[config.mk]
export PLATFORM = sky130hd
export DESIGN_NAME = cache_control_nway
export DESIGN_NICKNAME = d
export VERILOG_FILES = /design/src/rtl/cache_control_nway_pkg.sv /design/src/rtl/cache_control_nway_plru.sv /design/src/rtl/cache_control_nway.sv
export SDC_FILE = /design/constraint.sdc
export NUM_CORES = 1
export LEC_CHECK = 0
export ABC_CLOCK_PERIOD_IN_PS = 4610
export CORE_AREA = 2 2 262 264
export DETAILED_ROUTE_END_ITERATION = 6
export DIE_AREA = 0 0 264 266
export SLEW_MARGIN = 20
export SYNTH_ARGS = -nofsm -noshare
export SYNTH_HDL_FRONTEND = slang
export SYNTH_HIERARCHICAL = 1
export SYNTH_SLANG_ARGS = --single-unit
[constraint.sdc]
create_clock -name clk -period 4.61 [get_ports clk]
set_input_delay 0.922 -clock clk [delete_from_list [all_inputs] [get_ports clk]]
set_output_delay 0.922 -clock clk [all_outputs]
set_load 0.1 [all_outputs]
[src/rtl/cache_control_nway_pkg.sv]
// Shared types for the n-way cache controller.
// Controller FSM states and the default line width.
package lc3b_types;

  localparam int CACHE_LINE_W = 128;

  typedef enum logic [1:0] {
    IDLE,
    WRITE_BACK,
    ALLOCATE
  } ctrl_state_t;

endpackage

[src/rtl/cache_control_nway_plru.sv]
// Combinational tree pseudo-LRU for one set, heap-ordered node bits.
// A 0 node bit means the victim lies on the lower-index side.
module plru_tree #(
  parameter  int WAYS  = 4,
  localparam int WAY_W = $clog2(WAYS)
) (
  input  logic [WAYS-2:0]  bits,
  input  logic [WAY_W-1:0] access_way,
  output logic [WAY_W-1:0] victim_way,
  output logic [WAYS-2:0]  updated_bits
);

  logic [WAY_W-1:0] w_nv;
  logic [WAY_W-1:0] w_nu;
  logic [WAYS-2:0]  w_upd;

  // Walk root to leaf; way index bits come out MSB first.
  always_comb begin
    victim_way = '0;
    w_upd      = bits;
    w_nv       = '0;
    w_nu       = '0;
    for (int l = 0; l < WAY_W; l++) begin
      victim_way[WAY_W-1-l] = bits[w_nv];
      w_nv = WAY_W'({w_nv, 1'b1}
           + {{WAY_W{1'b0}}, bits[w_nv]});
      w_upd[w_nu] = ~access_way[WAY_W-1-l];
      w_nu = WAY_W'({w_nu, 1'b1}
           + {{WAY_W{1'b0}}, access_way[WAY_W-1-l]});
    end
  end

  assign updated_bits = w_upd;

endmodule

[src/rtl/cache_control_nway.sv]
// WAYS-way write-back/write-allocate cache controller FSM.
// Optional perf counters: define CACHE_CTRL_PERF_EN.
module cache_control_nway
  import lc3b_types::*;
#(
  parameter  int WAYS   = 4,
  parameter  int LINE_W = CACHE_LINE_W,
  localparam int WAY_W  = $clog2(WAYS)
) (
  input  logic                   clk,
  input  logic                   rst_n,
  input  logic                   mem_read,
  input  logic                   mem_write,
  input  logic [WAYS-1:0]        hit_vec,
  input  logic [WAYS-1:0]        valid_vec,
  input  logic [WAYS-1:0]        dirty_vec,
  input  logic [WAYS-2:0]        plru_in,
  input  logic [WAYS*LINE_W-1:0] line_data,
  input  logic                   pmem_resp,
  output logic [WAYS-2:0]        plru_out,
  output logic                   plru_write,
  output logic [WAYS-1:0]        way_write,
  output logic                   valid_in,
  output logic                   dirty_in,
  output logic                   alloc_sel,
  output logic                   wb_addr_sel,
  output logic [WAY_W-1:0]       victim,
  output logic                   mem_resp,
  output logic                   pmem_read,
  output logic                   pmem_write,
  output logic [LINE_W-1:0]      pmem_wdata
`ifdef CACHE_CTRL_PERF_EN
  ,
  output logic [31:0]            perf_hits,
  output logic [31:0]            perf_misses,
  output logic [31:0]            perf_wbacks
`endif
);

  ctrl_state_t r_state;
  ctrl_state_t w_next;

  logic [WAY_W-1:0] r_victim;
  logic [WAY_W-1:0] w_hit_way;
  logic [WAY_W-1:0] w_inv_way;
  logic [WAY_W-1:0] w_plru_vic;
  logic [WAY_W-1:0] w_miss_way;
  logic [WAY_W-1:0] w_unused_vic;
  logic [WAYS-2:0]  w_plru_upd;
  logic [WAYS-2:0]  w_unused_upd;
  logic [WAYS-1:0]  w_one;
  logic             w_any_inv;
  logic             w_req;
  logic             w_hit;
  logic             w_hit_rsp;
  logic             w_miss;
  logic             w_wb_done;

  assign w_one     = {{(WAYS-1){1'b0}}, 1'b1};
  assign w_req     = mem_read ^ mem_write;
  assign w_hit     = |hit_vec;
  assign w_hit_rsp = (r_state == IDLE) && w_req && w_hit;
  assign w_miss    = (r_state == IDLE) && w_req && !w_hit;
  assign w_wb_done = (r_state == WRITE_BACK) && pmem_resp;

  always_comb begin
    w_hit_way = '0;
    w_inv_way = '0;
    w_any_inv = 1'b0;
    for (int i = WAYS - 1; i >= 0; i--) begin
      if (hit_vec[i]) w_hit_way = i[WAY_W-1:0];
      if (!valid_vec[i]) begin
        w_inv_way = i[WAY_W-1:0];
        w_any_inv = 1'b1;
      end
    end
  end

  plru_tree #(.WAYS(WAYS)) u_vic (
    .bits         (plru_in),
    .access_way   (r_victim),
    .victim_way   (w_plru_vic),
    .updated_bits (w_unused_upd)
  );

  plru_tree #(.WAYS(WAYS)) u_upd (
    .bits         (plru_in),
    .access_way   (w_hit_way),
    .victim_way   (w_unused_vic),
    .updated_bits (w_plru_upd)
  );

  // Refill an empty way before evicting anything.
  assign w_miss_way = w_any_inv ? w_inv_way : w_plru_vic;

  always_ff @(posedge clk or negedge rst_n) begin
    if (!rst_n) begin
      r_state  <= IDLE;
      r_victim <= '0;
    end else begin
      r_state <= w_next;
      if (w_miss) r_victim <= w_miss_way;
    end
  end

  always_comb begin
    w_next      = r_state;
    plru_out    = '0;
    plru_write  = 1'b0;
    way_write   = '0;
    valid_in    = 1'b0;
    dirty_in    = 1'b0;
    alloc_sel   = 1'b0;
    wb_addr_sel = 1'b0;
    mem_resp    = 1'b0;
    pmem_read   = 1'b0;
    pmem_write  = 1'b0;
    unique case (r_state)
      IDLE: begin
        if (w_req && w_hit) begin
          mem_resp   = 1'b1;
          plru_write = 1'b1;
          plru_out   = w_plru_upd;
          if (mem_write) begin
            way_write = w_one << w_hit_way;
            valid_in  = 1'b1;
            dirty_in  = 1'b1;
          end
        end else if (w_req) begin
          if (valid_vec[w_miss_way] && dirty_vec[w_miss_way])
            w_next = WRITE_BACK;
          else
            w_next = ALLOCATE;
        end
      end
      WRITE_BACK: begin
        pmem_write  = 1'b1;
        wb_addr_sel = 1'b1;
        if (pmem_resp) w_next = ALLOCATE;
      end
      ALLOCATE: begin
        pmem_read = 1'b1;
        alloc_sel = 1'b1;
        way_write = w_one << r_victim;
        valid_in  = 1'b1;
        if (pmem_resp) w_next = IDLE;
      end
      default: w_next = IDLE;
    endcase
  end

  assign victim     = r_victim;
  assign pmem_wdata = line_data[r_victim*LINE_W +: LINE_W];

`ifdef CACHE_CTRL_PERF_EN
  logic [31:0] r_hits;
  logic [31:0] r_misses;
  logic [31:0] r_wbacks;

  always_ff @(posedge clk or negedge rst_n) begin
    if (!rst_n) begin
      r_hits   <= '0;
      r_misses <= '0;
      r_wbacks <= '0;
    end else begin
      if (w_hit_rsp && r_hits != '1)
        r_hits <= r_hits + 32'd1;
      if (w_miss && r_misses != '1)
        r_misses <= r_misses + 32'd1;
      if (w_wb_done && r_wbacks != '1)
        r_wbacks <= r_wbacks + 32'd1;
    end
  end

  assign perf_hits   = r_hits;
  assign perf_misses = r_misses;
  assign perf_wbacks = r_wbacks;
`else
  logic w_unused_perf;
  assign w_unused_perf = w_hit_rsp ^ w_wb_done;
`endif

endmodule

== After elaboration in Yosys (flattened, before gate mapping) ==
Cells that the tools add are included.

* Output and inout bits: 145
* Bits in registers: 4
* Input port bits: 532
* Logic and storage cells: 70

* Bitwise logic cells: 3
* Reduce and logical (&&, ||, !) cells: 9
* Equality and inequality tests: 6
* Multiplexer cells: 41
* $lt $le $gt $ge: 4
* Add/subtract/negate cells: 2
* Shift operators: 3

{| class="wikitable"
|+ Operators by type and width
! cell !! number
|-
| $shiftx 512x10->128 || 1
|-
| $mux 2 || 14
|-
| $mux 1 || 15
|-
| $lt 2x3->1 const B || 3
|-
| $mux 4 || 2
|-
| $ne 2x2->1 const B || 4
|-
| $pmux 4 s2 || 1
|-
| $shl 1x2->4 const A || 2
|-
| $bmux 1 s2 || 3
|-
| $mux 3 || 2
|-
| $pmux 2 s3 || 1
|-
| $logic_and 1x1->1 || 5
|-
| $add 1x1->2 const A || 2
|-
| $reduce_and 4->1 || 1
|-
| $reduce_or 4->1 || 1
|-
| $bwmux 3 || 1
|-
| $demux 1 s2 || 1
|-
| $eq 2x1->1 const B || 1
|-
| $eq 2x2->1 const B || 1
|-
| $ge 2x1->1 const B || 1
|-
| $logic_not 2->1 || 1
|-
| $not 1->1 || 2
|-
| $pmux 1 s2 || 1
|-
| $logic_not 1->1 || 1
|-
| $xor 1x1->1 || 1
|}

== Longest topological paths before layout ==
* Depth in word-level cells: 12
* Depth in mapped cells: 6
* Mapped depth without buffers: 5

== Cells and area by module ==
Netlist, hierarchy kept.

{| class="wikitable"
|+ By module, submodules not included
! module !! cells each !! times used !! area an instance (um^2) !! seq. area each (um^2)
|-
| cache_control_nway || 218 || 1 || 3477.1 || 100.1
|-
| plru_tree || 7 || 2 || 46.3 || 0.0
|}

== Worst setup path after synthesis ==
No wires, ideal clock.

* Path type: input to output
* Start point: in mem_write
* End point: out plru_out[0]
* Required time: 3.688 ns
* Arrival time: 5.109 ns
* Buffers on the path: 0
* Slack: -1.421 ns
* Cell stages on the path: 3
* Cells stage by stage: xnor2_1 -> nor4_1 -> and2_1

* Word-level cells in the longest chain between the ends: 4

{| class="wikitable"
|+ RTL lines
! element !! RTL line !! RTL
|-
| from (decl) || cache_control_nway.sv:13 || <nowiki>input logic mem_write,</nowiki>
|-
| $xor 1x1->1 || cache_control_nway.sv:60 || <nowiki>assign w_req = mem_read ^ mem_write;</nowiki>
|-
| $logic_and 1x1->1 || cache_control_nway.sv:120 || <nowiki>if (w_req && w_hit) begin</nowiki>
|-
| $mux 3 || cache_control_nway.sv:120 ||
|-
| $mux 3 || cache_control_nway.sv:118 || <nowiki>unique case (r_state)</nowiki>
|-
| to (decl) || cache_control_nway.sv:20 || <nowiki>output logic [WAYS-2:0] plru_out,</nowiki>
|}

Every way passes these cells.

== Final worst setup path ==
* Start point: in hit_vec[2]
* End point: out way_write[3]

* Word-level cells in the longest chain between the ends: 7
* Elaborated cells between the ends (all ways): 9
* Classes of those cells: shift: 1; mux: 6; reduce/logical: 2

{| class="wikitable"
|+ RTL lines
! element !! RTL line !! RTL
|-
| from (decl) || cache_control_nway.sv:14 || <nowiki>input logic [WAYS-1:0] hit_vec,</nowiki>
|-
| $mux 2 (3 in series) || cache_control_nway.sv:71 || <nowiki>if (hit_vec[i]) w_hit_way = i[WAY_W-1:0];</nowiki>
|-
| $shl 1x2->4 || cache_control_nway.sv:125 || <nowiki>way_write = w_one << w_hit_way;</nowiki>
|-
| $mux 4 || cache_control_nway.sv:124 || <nowiki>if (mem_write) begin</nowiki>
|-
| $mux 4 (*) || cache_control_nway.sv:120 ||
|-
| $pmux 4 s2 (*) || cache_control_nway.sv:118 ||
|-
| to (decl) || cache_control_nway.sv:22 || <nowiki>output logic [WAYS-1:0] way_write,</nowiki>
|}

Mark *: on every way between the ends. The rest lies on a longest branch, timed or not.

==> metrics.md <==
| Metric | Value |
|---|---|
| Req. time, crit path | 3690 ps |
| Unrepaired setup endpoints after global routing | false |
| Leakage power | 3.817 nW |
| Post-layout util | 16.50% |
| Worst Path Arrival | 3140 ps |
| Clk root buf | clkbuf_16 |
| Overflow left after global routing | 0 |
| GP Congestion | 0.9204 |
| TritonCTS clock tree | done |
| Peak supply drop | 0.2553 mV |
| Routed wire per std cell | 24.60 microns |
| Die extent in x | 264 microns |
| Vias in the first global route | 6146 |
| Least-Margin Pin Slew | 1127 ps |
| Clock transition at path regs | 30 ps |
| Final period util | 88.19% |
| Synthesis-to-layout area growth | 217.2% |
| CP Cell Sequence | clkdlybuf4s50_1, nor4_2, or4_2, nor3_1, a32o_1, buf_12 |
| Clk_skew | 4.463 ps |
| Clock sinks | 4 |
| ANT nets after route | 0 |
| Vias/cell | 3.272 |
| Worst Path Buf+Inv | 2 |
| GRT Total Usage | 11.58% |
| Core area | 67750 sq um |
| Status | complete, no violations |
| Skew-Pair Late Insertion Delay | 230 ps |
| Minimum clock period | 4066 ps |
| Worst hold path type | reg -> reg |
| Initial antenna violation count | 28 |
| Filler Cells Inserted | 7494 |
| Kind of critical path | in -> out |
| Max-cap violations | 0 |
| Final instance area | 11180 sq um |
| DP HPWL | 39.58 mm |
| Crit path largest cell delay | 720 ps |
| CTS Hold Bufs | 0 |
| Hold Violations, Final | 0 |
| Pwr dens | 398.5 nW/um^2 |
| Final wirelength | 43.46 mm |
| Die area | 70220 sq um |
| Multi-input logic area | 3258 sq um |
| Slack of the worst reg-to-reg path | 3040 ps |
| Fin Hold WS | 769.0 ps |
| First-pass GRT wire length | 54.99 mm |
| Setup bufs post-CTS | 0 |
| Crit start category | input pin |
| IO Port Bufs | 676 |
| Sequential Area | 107.6 sq um |
| Row cnt | 96 |
| Cts repair resizes | 0 |
| Slowest cell on crit path | or4_2 |
| Via count | 5781 |
| TNS Setup | 0 ps |
| Final setup violation count | 0 |
| CP top delay family | simple AND/OR/NAND/NOR gates |
| Post-placement cell count | 1758 |
| Non-filler cells, final | 1767 |
| Placed instance area | 11090 sq um |
| Max FO, Critical Path | 4 |
| Syn_nets | 757 |
| Initial Util | 5.201% |
| Pin count of the biggest net entering global routing | 55 |
| Worst slew margin | 24.62% |
| Yosys warnings | 6 |
| Setup crit end kind | output port |
| Synth Cell Area | 3523 sq um |
| Post-Syn Instances | 225 |
| Pre-Repair DR Iteration Count | 4 |
| CTS max path bufs | 2 |
| Layout cells sized above 1 | 32.73% |
| Slew Limit Fails | 0 |
| Average size of a mapped cell | 15.66 sq um |
| H-tree depth reported by CTS | 1 |
| Io pins | 677 |
| Initial DRC Count | 277 |
| Post-layout net count | 1413 |
| Die Ht | 266 microns |
| Max frequency | 246.0 MHz |
| Num CTS Buffers | 3 |
| Post-route DRC | 0 |
==> state kept, by name, indices dropped and copies added (netlist names) <==
register  flops
victim        2
r_state       2
==> path summary, 6_finish.rpt <==
check,from,endpoint,cells after the start
max,hit_vec[2],way_write[3],6
min,r_state[0]$_DFFE_PN0P_,r_state[0]$_DFFE_PN0P_,2
max in group asynchronous,rst_n,victim[0]$_DFFE_PN0P_,1
min reg2reg,r_state[0]$_DFFE_PN0P_,r_state[0]$_DFFE_PN0P_,2
max reg2reg,r_state[1]$_DFFE_PN0P_,victim[1]$_DFFE_PN0P_,3
min in group asynchronous,rst_n,victim[1]$_DFFE_PN0P_,1
==> worst register-to-register path, stage by stage (launching register included) <==
cell and delay [ps]:
dfrtp_1 480, or4b_1 690, a211oi_1 230, a21o_1 120
==> cell type report <==
class                   instances  area share [%]
repair buffers                686           58.99
diodes                          5          0.1119
inverters                       6          0.2015
flip-flops and latches          4          0.9627
well taps                     882           9.873
clock buffers                   4          0.7052
multi-input cells             180           29.15
==> per-layer routing <==
metal / global-route usage, % / part of all wire (%) / routed length [microns] / up-vias
li1: - / - / - / 2380
met1: 13.48 / 38 / 16650 / 2832
met2: 18.90 / 46 / 20010 / 484
met3: 5.628 / 13 / 5561 / 67
met4: 3.056 / 2.6 / 1122 / 18
met5: 0 / 0.26 / 115 / -
==> placed cells by master (no fill, tap or decap), types with 2 or more instances in the layout <==
cell / n
a21oi_1: 4
a32o_1: 2
and2_1: 3
buf_12: 8
buf_4: 141
clkbuf_16: 3
clkdlybuf4s50_1: 537
dfrtp_1: 2
dfrtp_4: 2
diode_2: 5
inv_1: 6
mux2i_1: 4
mux4_2: 128
nand2_1: 8
nand2b_1: 3
nor2_1: 6
nor2b_1: 4
nor3_1: 2
o32ai_2: 2
==> power breakdown <==
| group | switching (mW) | total, mW | internal (mW) |
|---|---|---|---|
| registers | 0.0706 | 0.112 | 0.0409 |
| logic | 2.92 | 4.20 | 1.28 |
| clock network | 0.0302 | 0.145 | 0.115 |
| total | 3.02 | 4.45 | 1.44 |
==> metrics by stage <==
stage | setup slack, ps | total power [mW]
finish | 544.2 | 4.454
global route | 503.7 | 4.598
CTS | 495.9 | 4.516
detailed placement | 498.1 | 4.351
global placement | 560.3 | 4.348
floorplan | 652.9 | 3.125
Power figures use the tool's default switching activity.
